## src/rtl/uart_rx_pkg.sv

```systemverilog
// Shared UART receive definitions: state encoding, default frame geometry
// and the width helpers used to size the receiver's counters.
package uart_rx_pkg;

  localparam int unsigned NB_STATES   = 3;
  localparam int unsigned DEF_N_DATA  = 8;
  localparam int unsigned DEF_N_TICKS = 16;

  typedef enum logic [NB_STATES-1:0] {
    RX_IDLE   = 3'd0,
    RX_START  = 3'd1,
    RX_DATA   = 3'd2,
    RX_PARITY = 3'd3,
    RX_STOP   = 3'd4
  } rx_state_e;

  // Ceiling log2; returns 0 for values of 0 or 1.
  function automatic int unsigned clog2(input int unsigned value);
    int unsigned res;
    res = 0;
    for (int i = 0; i < 32; i++) begin
      if ((64'(1) << i) < 64'(value)) res = 32'(i + 1);
    end
    return res;
  endfunction

  function automatic int unsigned max2(input int unsigned a, input int unsigned b);
    return (a > b) ? a : b;
  endfunction

endpackage

```

## src/rtl/uart_rx_sync.sv

```systemverilog
// Two-flop synchroniser for the asynchronous serial line; resets to idle (1).
module uart_rx_sync (
  input  logic i_clk,
  input  logic i_rst,
  input  logic i_d,
  output logic o_q
);

  logic meta;

  always_ff @(posedge i_clk or negedge i_rst) begin
    if (!i_rst) begin
      meta <= 1'b1;
      o_q  <= 1'b1;
    end else begin
      meta <= i_d;
      o_q  <= meta;
    end
  end

endmodule

```

## src/rtl/uart_rx.sv

```systemverilog
// Oversampling UART receiver: start, N_DATA bits LSB first, optional parity, stop.
// Define UART_RX_INPUT_SYNC_EN to pass i_rx through a 2-flop synchroniser first.
module uart_rx
  import uart_rx_pkg::*;
#(
  parameter int unsigned N_DATA       = DEF_N_DATA,
  parameter int unsigned PARITY_CHECK = 0,
  parameter int unsigned N_TICKS      = DEF_N_TICKS,
  parameter int unsigned N_STOP_TICKS = 16
) (
  input  logic                           i_clk,
  input  logic                           i_rst,
  input  logic                           i_tick,
  input  logic                           i_rx,
  output logic [N_DATA+PARITY_CHECK-1:0] o_rx_data,
  output logic                           o_rx_done,
  output logic                           o_frame_err
);

  localparam int unsigned NB_WORD = N_DATA + PARITY_CHECK;
  localparam int unsigned NB_TICK = max2(1, clog2(max2(N_TICKS, N_STOP_TICKS)));
  localparam int unsigned NB_BIT  = max2(1, clog2(N_DATA));

  rx_state_e          state;
  rx_state_e          state_next;
  logic               rx;
  logic [NB_TICK-1:0] s;
  logic [NB_BIT-1:0]  n;
  logic [NB_WORD-1:0] shift;

  logic s_half_c, s_bit_c, s_stop_c, n_last_c;
  logic s_clr_c, s_inc_c, n_clr_c, n_inc_c, shift_c, done_c;

`ifdef UART_RX_INPUT_SYNC_EN
  uart_rx_sync u_sync (
    .i_clk (i_clk),
    .i_rst (i_rst),
    .i_d   (i_rx),
    .o_q   (rx)
  );
`else
  assign rx = i_rx;
`endif

  // Tick-qualified counter terminal conditions.
  assign s_half_c = i_tick && (s == NB_TICK'(N_TICKS / 2 - 1));
  assign s_bit_c  = i_tick && (s == NB_TICK'(N_TICKS - 1));
  assign s_stop_c = i_tick && (s == NB_TICK'(N_STOP_TICKS - 1));
  assign n_last_c = (n == NB_BIT'(N_DATA - 1));

  always_ff @(posedge i_clk or negedge i_rst) begin
    if (!i_rst) state <= RX_IDLE;
    else        state <= state_next;
  end

  always_comb begin
    state_next = state;
    case (state)
      RX_IDLE:   if (!rx) state_next = RX_START;
      RX_START:  if (s_half_c) state_next = rx ? RX_IDLE : RX_DATA;
      RX_DATA:   if (s_bit_c && n_last_c)
                   state_next = (PARITY_CHECK != 0) ? RX_PARITY : RX_STOP;
      RX_PARITY: if (s_bit_c) state_next = RX_STOP;
      RX_STOP:   if (s_stop_c) state_next = RX_IDLE;
      default:   state_next = RX_IDLE;
    endcase
  end

  // Datapath controls decoded from the current state.
  always_comb begin
    s_clr_c = 1'b0;
    s_inc_c = 1'b0;
    n_clr_c = 1'b0;
    n_inc_c = 1'b0;
    shift_c = 1'b0;
    done_c  = 1'b0;
    case (state)
      RX_IDLE: s_clr_c = !rx;
      RX_START: begin
        if (s_half_c) begin
          s_clr_c = 1'b1;
          n_clr_c = 1'b1;
        end else begin
          s_inc_c = i_tick;
        end
      end
      RX_DATA: begin
        if (s_bit_c) begin
          s_clr_c = 1'b1;
          shift_c = 1'b1;
          n_inc_c = !n_last_c;
        end else begin
          s_inc_c = i_tick;
        end
      end
      RX_PARITY: begin
        if (s_bit_c) begin
          s_clr_c = 1'b1;
          shift_c = 1'b1;
        end else begin
          s_inc_c = i_tick;
        end
      end
      RX_STOP: begin
        if (s_stop_c) begin
          s_clr_c = 1'b1;
          done_c  = 1'b1;
        end else begin
          s_inc_c = i_tick;
        end
      end
      default: s_clr_c = 1'b1;
    endcase
  end

  // The parity bit shares the shift register, so it lands at the word MSB.
  always_ff @(posedge i_clk or negedge i_rst) begin
    if (!i_rst) begin
      s           <= '0;
      n           <= '0;
      shift       <= '0;
      o_rx_data   <= '0;
      o_rx_done   <= 1'b0;
      o_frame_err <= 1'b0;
    end else begin
      o_rx_done <= done_c;
      if (s_clr_c)      s <= '0;
      else if (s_inc_c) s <= s + NB_TICK'(1);
      if (n_clr_c)      n <= '0;
      else if (n_inc_c) n <= n + NB_BIT'(1);
      if (shift_c)
        shift <= (shift >> 1) | (NB_WORD'(rx) << (NB_WORD - 1));
      if (done_c) begin
        o_rx_data   <= shift;
        o_frame_err <= ~rx;
      end
    end
  end

endmodule

```

## config.mk

```make
export PLATFORM = sky130hd
export DESIGN_NAME = uart_rx
export DESIGN_NICKNAME = d
export VERILOG_FILES = /design/src/rtl/uart_rx_pkg.sv /design/src/rtl/uart_rx_sync.sv /design/src/rtl/uart_rx.sv
export SDC_FILE = /design/constraint.sdc
export NUM_CORES = 1
export LEC_CHECK = 0
export ABC_AREA = 1
export CAP_MARGIN = 20
export CORE_AREA = 5 5 58 55
export CTS_CLUSTER_DIAMETER = 30
export DETAILED_ROUTE_END_ITERATION = 10
export DIE_AREA = 0 0 63 60
export PLACE_DENSITY = 0.8
export SYNTH_ARGS = -nofsm -noshare
export SYNTH_HDL_FRONTEND = slang
export SYNTH_SLANG_ARGS = --single-unit
```

## constraint.sdc

```tcl
create_clock -name i_clk -period 2.3 [get_ports i_clk]
set_input_delay 0.575 -clock i_clk [delete_from_list [all_inputs] [get_ports i_clk]]
set_output_delay 0.575 -clock i_clk [all_outputs]
set_load 0.005 [all_outputs]
```

=== Word-level counts from Yosys, hierarchy flattened ===
Cells that the tools add are included.

* Reduce and logical (&&, ||, !) cells: 11
* Mux-type cells: 22
* Add/sub/neg operators: 2
* Bitwise logic cells: 2
* Equality and inequality tests: 12

{| class="wikitable"
|+ Operators with widths
! operator !! number
|-
| $mux 3 || 7
|-
| $pmux 3 s5 || 1
|-
| $ne 2x2->1 const B || 5
|-
| $mux 1 || 9
|-
| $mux 4 || 2
|-
| $or 7x8->8 || 1
|-
| $eq 3x2->1 const B || 2
|-
| $eq 3x3->1 const B || 2
|-
| $reduce_and 5->1 || 1
|-
| $add 4x1->4 const B || 1
|-
| $eq 4x3->1 const B || 1
|-
| $eq 4x4->1 const B || 1
|-
| $reduce_bool 2->1 || 2
|-
| $add 3x1->3 const B || 1
|-
| $eq 3x1->1 const B || 1
|-
| $logic_and 1x1->1 || 3
|-
| $logic_not 3->1 || 1
|-
| $pmux 1 s3 || 1
|-
| $reduce_or 3->1 || 1
|-
| $logic_not 1->1 || 2
|-
| $mux 2 || 1
|-
| $pmux 1 s2 || 1
|-
| $reduce_or 2->1 || 1
|-
| $not 1->1 || 1
|}

* Logic and storage cells: 56
* Flip-flop bits (word level): 28
* Output and inout bits: 10
* Input bits: 4

=== Longest topological paths before layout ===
* Word-level depth: 6
* Gate-level depth with buffers: 9
* Mapped depth without buffers: 9

=== Worst setup path after synthesis ===
No wires, ideal clock.

* Path kind: register to register
* Start point: register n[0]
* End point: register n[0]
* Clock period less this slack: 1.388 ns
* Stages on the path, launching flop included: 8
* Required time: 2.181 ns
* Library setup time: 0.119 ns
* Setup slack: 0.912 ns
* Path buffers: 0
* Arrival: 1.269 ns
* Path through: dfrtp_1 > ha_1 > ha_1 > nor2_1 > nand2_4 > nor2_8 > xnor2_1 > nor2_1

* Word-level cells in the longest chain between the ends: 5
* Elaborated cells between the ends (all ways): 8
* Those cells by class: add/sub (1); eq/ne (1); mux (4); reduce/logical (2)

{| class="wikitable"
|+ Ends and longest elaborated chain
! item !! line !! text
|-
| from (decl) || uart_rx.sv:28 || <nowiki>logic [NB_BIT-1:0] n;</nowiki>
|-
| from (signal assigned) || uart_rx.sv:130 || <nowiki>else if (n_inc_c) n <= n + NB_BIT'(1);</nowiki>
|-
| branches (longest 5 deep; another with $add 3x1->3) || n/a ||
|}

Parallel ways; which one is timed is not known. The select of a mux whose other input is x is not followed.
A chain may end at the register's enable or synchronous reset.

=== Final worst setup path ===
* Start point: register o_rx_data[5]
* End point: output port o_rx_data[5]

{| class="wikitable"
|+ RTL lines
! item !! line !! text
|-
| from (decl) || uart_rx.sv:15 || <nowiki>output logic [N_DATA+PARITY_CHECK-1:0] o_rx_data,</nowiki>
|-
| from (signal assigned) || uart_rx.sv:134 || <nowiki>o_rx_data <= shift;</nowiki>
|}

No word-level cell between the ends.

==> key figures <==
STA
  – Setup TNS: 0 ns
  – Fmax: 552 MHz
  – Unrepaired setup endpoints after global routing: no
  – Clock skew: 0.00616 ns
  – Fin. Hold Viols: 0
  – Worst-Margin Slew: 0.349 ns
  – Final Cycle Share: 0.788
  – Relative slew slack: 0.767
  – Final Max Tran Viols: 0
  – Setup violators final: 0
  – Crit path time final: 1.81 ns

GRT
  – Grt total ovfl: 0
  – GRT Util Overall: 0.141
  – Vias in the first global route: 1008
  – Largest net degree at the start of global routing: 29
  – First-pass GRT wire length: 4300 microns
  – Initial antenna violation count: 0

Critical path
  – Crit Path Max Fanout: 2
  – Worst Path Required: 1.73 ns
  – Crit path largest cell delay: 0.52 ns
  – Critical Path AT: 1.24 ns
  – Critical path capture point type: primary output
  – Crit path buffers/inverters: 1
  – Critical-path cell list: clkdlybuf4s50_1
  – Critical Path Start Type: flop
  – CP max-delay cell: clkdlybuf4s50_1
  – Delay-heaviest family, CP: buffers and inverters
  – Crit Path Category: flop to primary output

Layout
  – Antenna diodes: 0
  – Fillers: 207
  – Fraction of layout cells with a size suffix above 1: 0.169
  – Nets: 185
  – Non-Filler Cell Area, Final: 1630 sq um
  – Layout area overhead: 14.4%

Power
  – PwrDens: 799 nW/um^2
  – VDD IR max: 0.613 mV
  – Leakage: 0.869 nW

Synthesis
  – Top cell type's share of synthesized area: 0.493
  – Syn Nets: 168
  – Main synth FF type: dfrtp_1
  – Seq cells post-synth: 28
  – Post-synth ARST share: 1.00
  – Number of flops mapped to enable cells by yosys: 0
  – Yosys warnings: 0
  – Area leader, netlist: dfrtp_1
  – Avg Cell Area, Syn: 8.83 sq um
  – Top post-synthesis cells by count: nand2_1, dfrtp_1, inv_1
  – Synth area leaders: dfrtp_1, nand2_1, o21ai_2
  – Seq/Total Area, Yosys: 0.493
  – Synth cell types: 19
  – Area of the mapped netlist: 1420 sq um
  – Mapped Cells: 161
  – Count leader, synth: nand2_1

Clocking
  – # H-tree levels: 1
  – CTS max path bufs: 2
  – CTS resizes: 0
  – Clk pin slew, worst setup/hold paths: 0.15 ns
  – Worst skew pair latency: 0.32 ns
  – Clk root buf: clkbuf_4
  – Post-CTS Setup Inserts: 0
  – CTS tree: built
  – CTS Buf Count: 3
  – Hold Buf Count CTS: 0
  – Clock sinks: 28

Floorplanning
  – Die width: 63 microns
  – Core box area: 2590 sq um
  – # IOs: 14
  – Die span in y: 60 microns
  – Initial core utilization: 0.549
  – Die Area: 3780 sq um
  – FP Rows: 18

Drt
  – Wire length per cell: 11.8 microns
  – DRT Pass-1 Iters: 4
  – WL final: 2450 microns
  – Met3 wire length: 92 microns
  – Met1 WL: 1070 microns
  – Antenna Violating Nets Remaining: 0
  – Max layer used: met4
  – Vias per cell: 5.14
  – WL met2: 1270 microns
  – Vias after detailed routing: 1064
  – Drt drc: 0
  – First DRT Iteration DRCs: 61

Place
  – GPL Wtd Cong: 0.823
  – Port Buffers: 13
  – Hpwl dp: 1860 microns
  – DP Area: 1570 sq um

Worst hold path
  – Tightest Hold Check Type: flop to flop

Outcome
  – Status: completed

Run
  – Number of max-cap violations: 0
flip-flops by register name (all words and copies together) (netlist names):
register / flops
n: 3
o_frame_err: 1
o_rx_data: 8
o_rx_done: 1
s: 4
shift: 8
state: 3
final timing paths:
kind,cells after the start,startpoint,slack (ns),endpoint
setup / recovery,1,o_rx_data[5]$_DFFE_PN0P_,0.49,o_rx_data[5]
hold / removal,2,shift[0]$_DFFE_PN0P_,0.49,o_rx_data[0]$_DFFE_PN0P_
setup reg to reg,8,n[0]$_DFFE_PN0P_,0.81,n[2]$_DFFE_PN0P_
hold reg to reg,2,shift[0]$_DFFE_PN0P_,0.49,o_rx_data[0]$_DFFE_PN0P_
max in group asynchronous,2,i_rst,1.43,state[0]$_DFFE_PN0P_
min in group asynchronous,2,i_rst,0.61,o_rx_data[1]$_DFFE_PN0P_
through the flow:
step	cells	total power [mW]	hold slack (ns)	util	setup WS, ns
after floorplan	161	0.900	0.279	-	0.912
after global placement	203	0.967	0.452	0.608	0.421
after detailed placement	203	0.986	0.454	0.608	0.395
after global routing	207	1.40	0.520	0.628	0.427
after CTS	207	1.31	0.490	0.628	0.462
final	207	1.30	0.486	0.628	0.489
routing by layer:
layer | vias to the layer above | global-route usage
met2 | 28 | 0.256
li1 | 531 | -
met5 | - | 0
met3 | 4 | 0.0263
met4 | 0 | 0.0333
met1 | 501 | 0.175
final cells by class:
cell class / instances / area, sq um / area share
Clock buffer: 3 / 22.5 / 0.0138
Sequential cell: 28 / 701 / 0.431
Clock inverter: 1 / 30.0 / 0.0185
Tap cell: 30 / 37.5 / 0.0231
Timing Repair Buffer: 14 / 138 / 0.0846
Multi-Input combinational cell: 107 / 606 / 0.372
Inverter: 24 / 92.6 / 0.0569
power breakdown:
part / total (mW) / leakage, nW / internal, mW / switching (mW)
Clock: 0.319 / 0.0279 / 0.176 / 0.143
Sequential: 0.587 / 0.384 / 0.537 / 0.0509
Combinational: 0.393 / 0.457 / 0.126 / 0.268
cells by family after synthesis:
| kind of cell | count (synthesis) | synth area share |
|---|---|---|
| DFF | 28 | 0.493 |
| buffers and inverters | 26 | 0.0810 |
| xor gates and xnor gates | 1 | 0.00616 |
| adders and majority gates | 3 | 0.0264 |
| AOI/OAI and AO/OA | 21 | 0.116 |
| and+or+nand+nor | 82 | 0.277 |
cell usage in the layout (no fill, tap or decap), drive strengths merged:
cell	n
o21ai	17
a21oi	4
nor3	2
nand3	7
dfrtp	28
nand2	58
bufinv	1
clkbuf	3
ha	3
buf	1
nand4	2
nor2	13
inv	24
xnor2	1
clkdlybuf4s50	13
No activity file was read; power rests on OpenSTA's default activity.
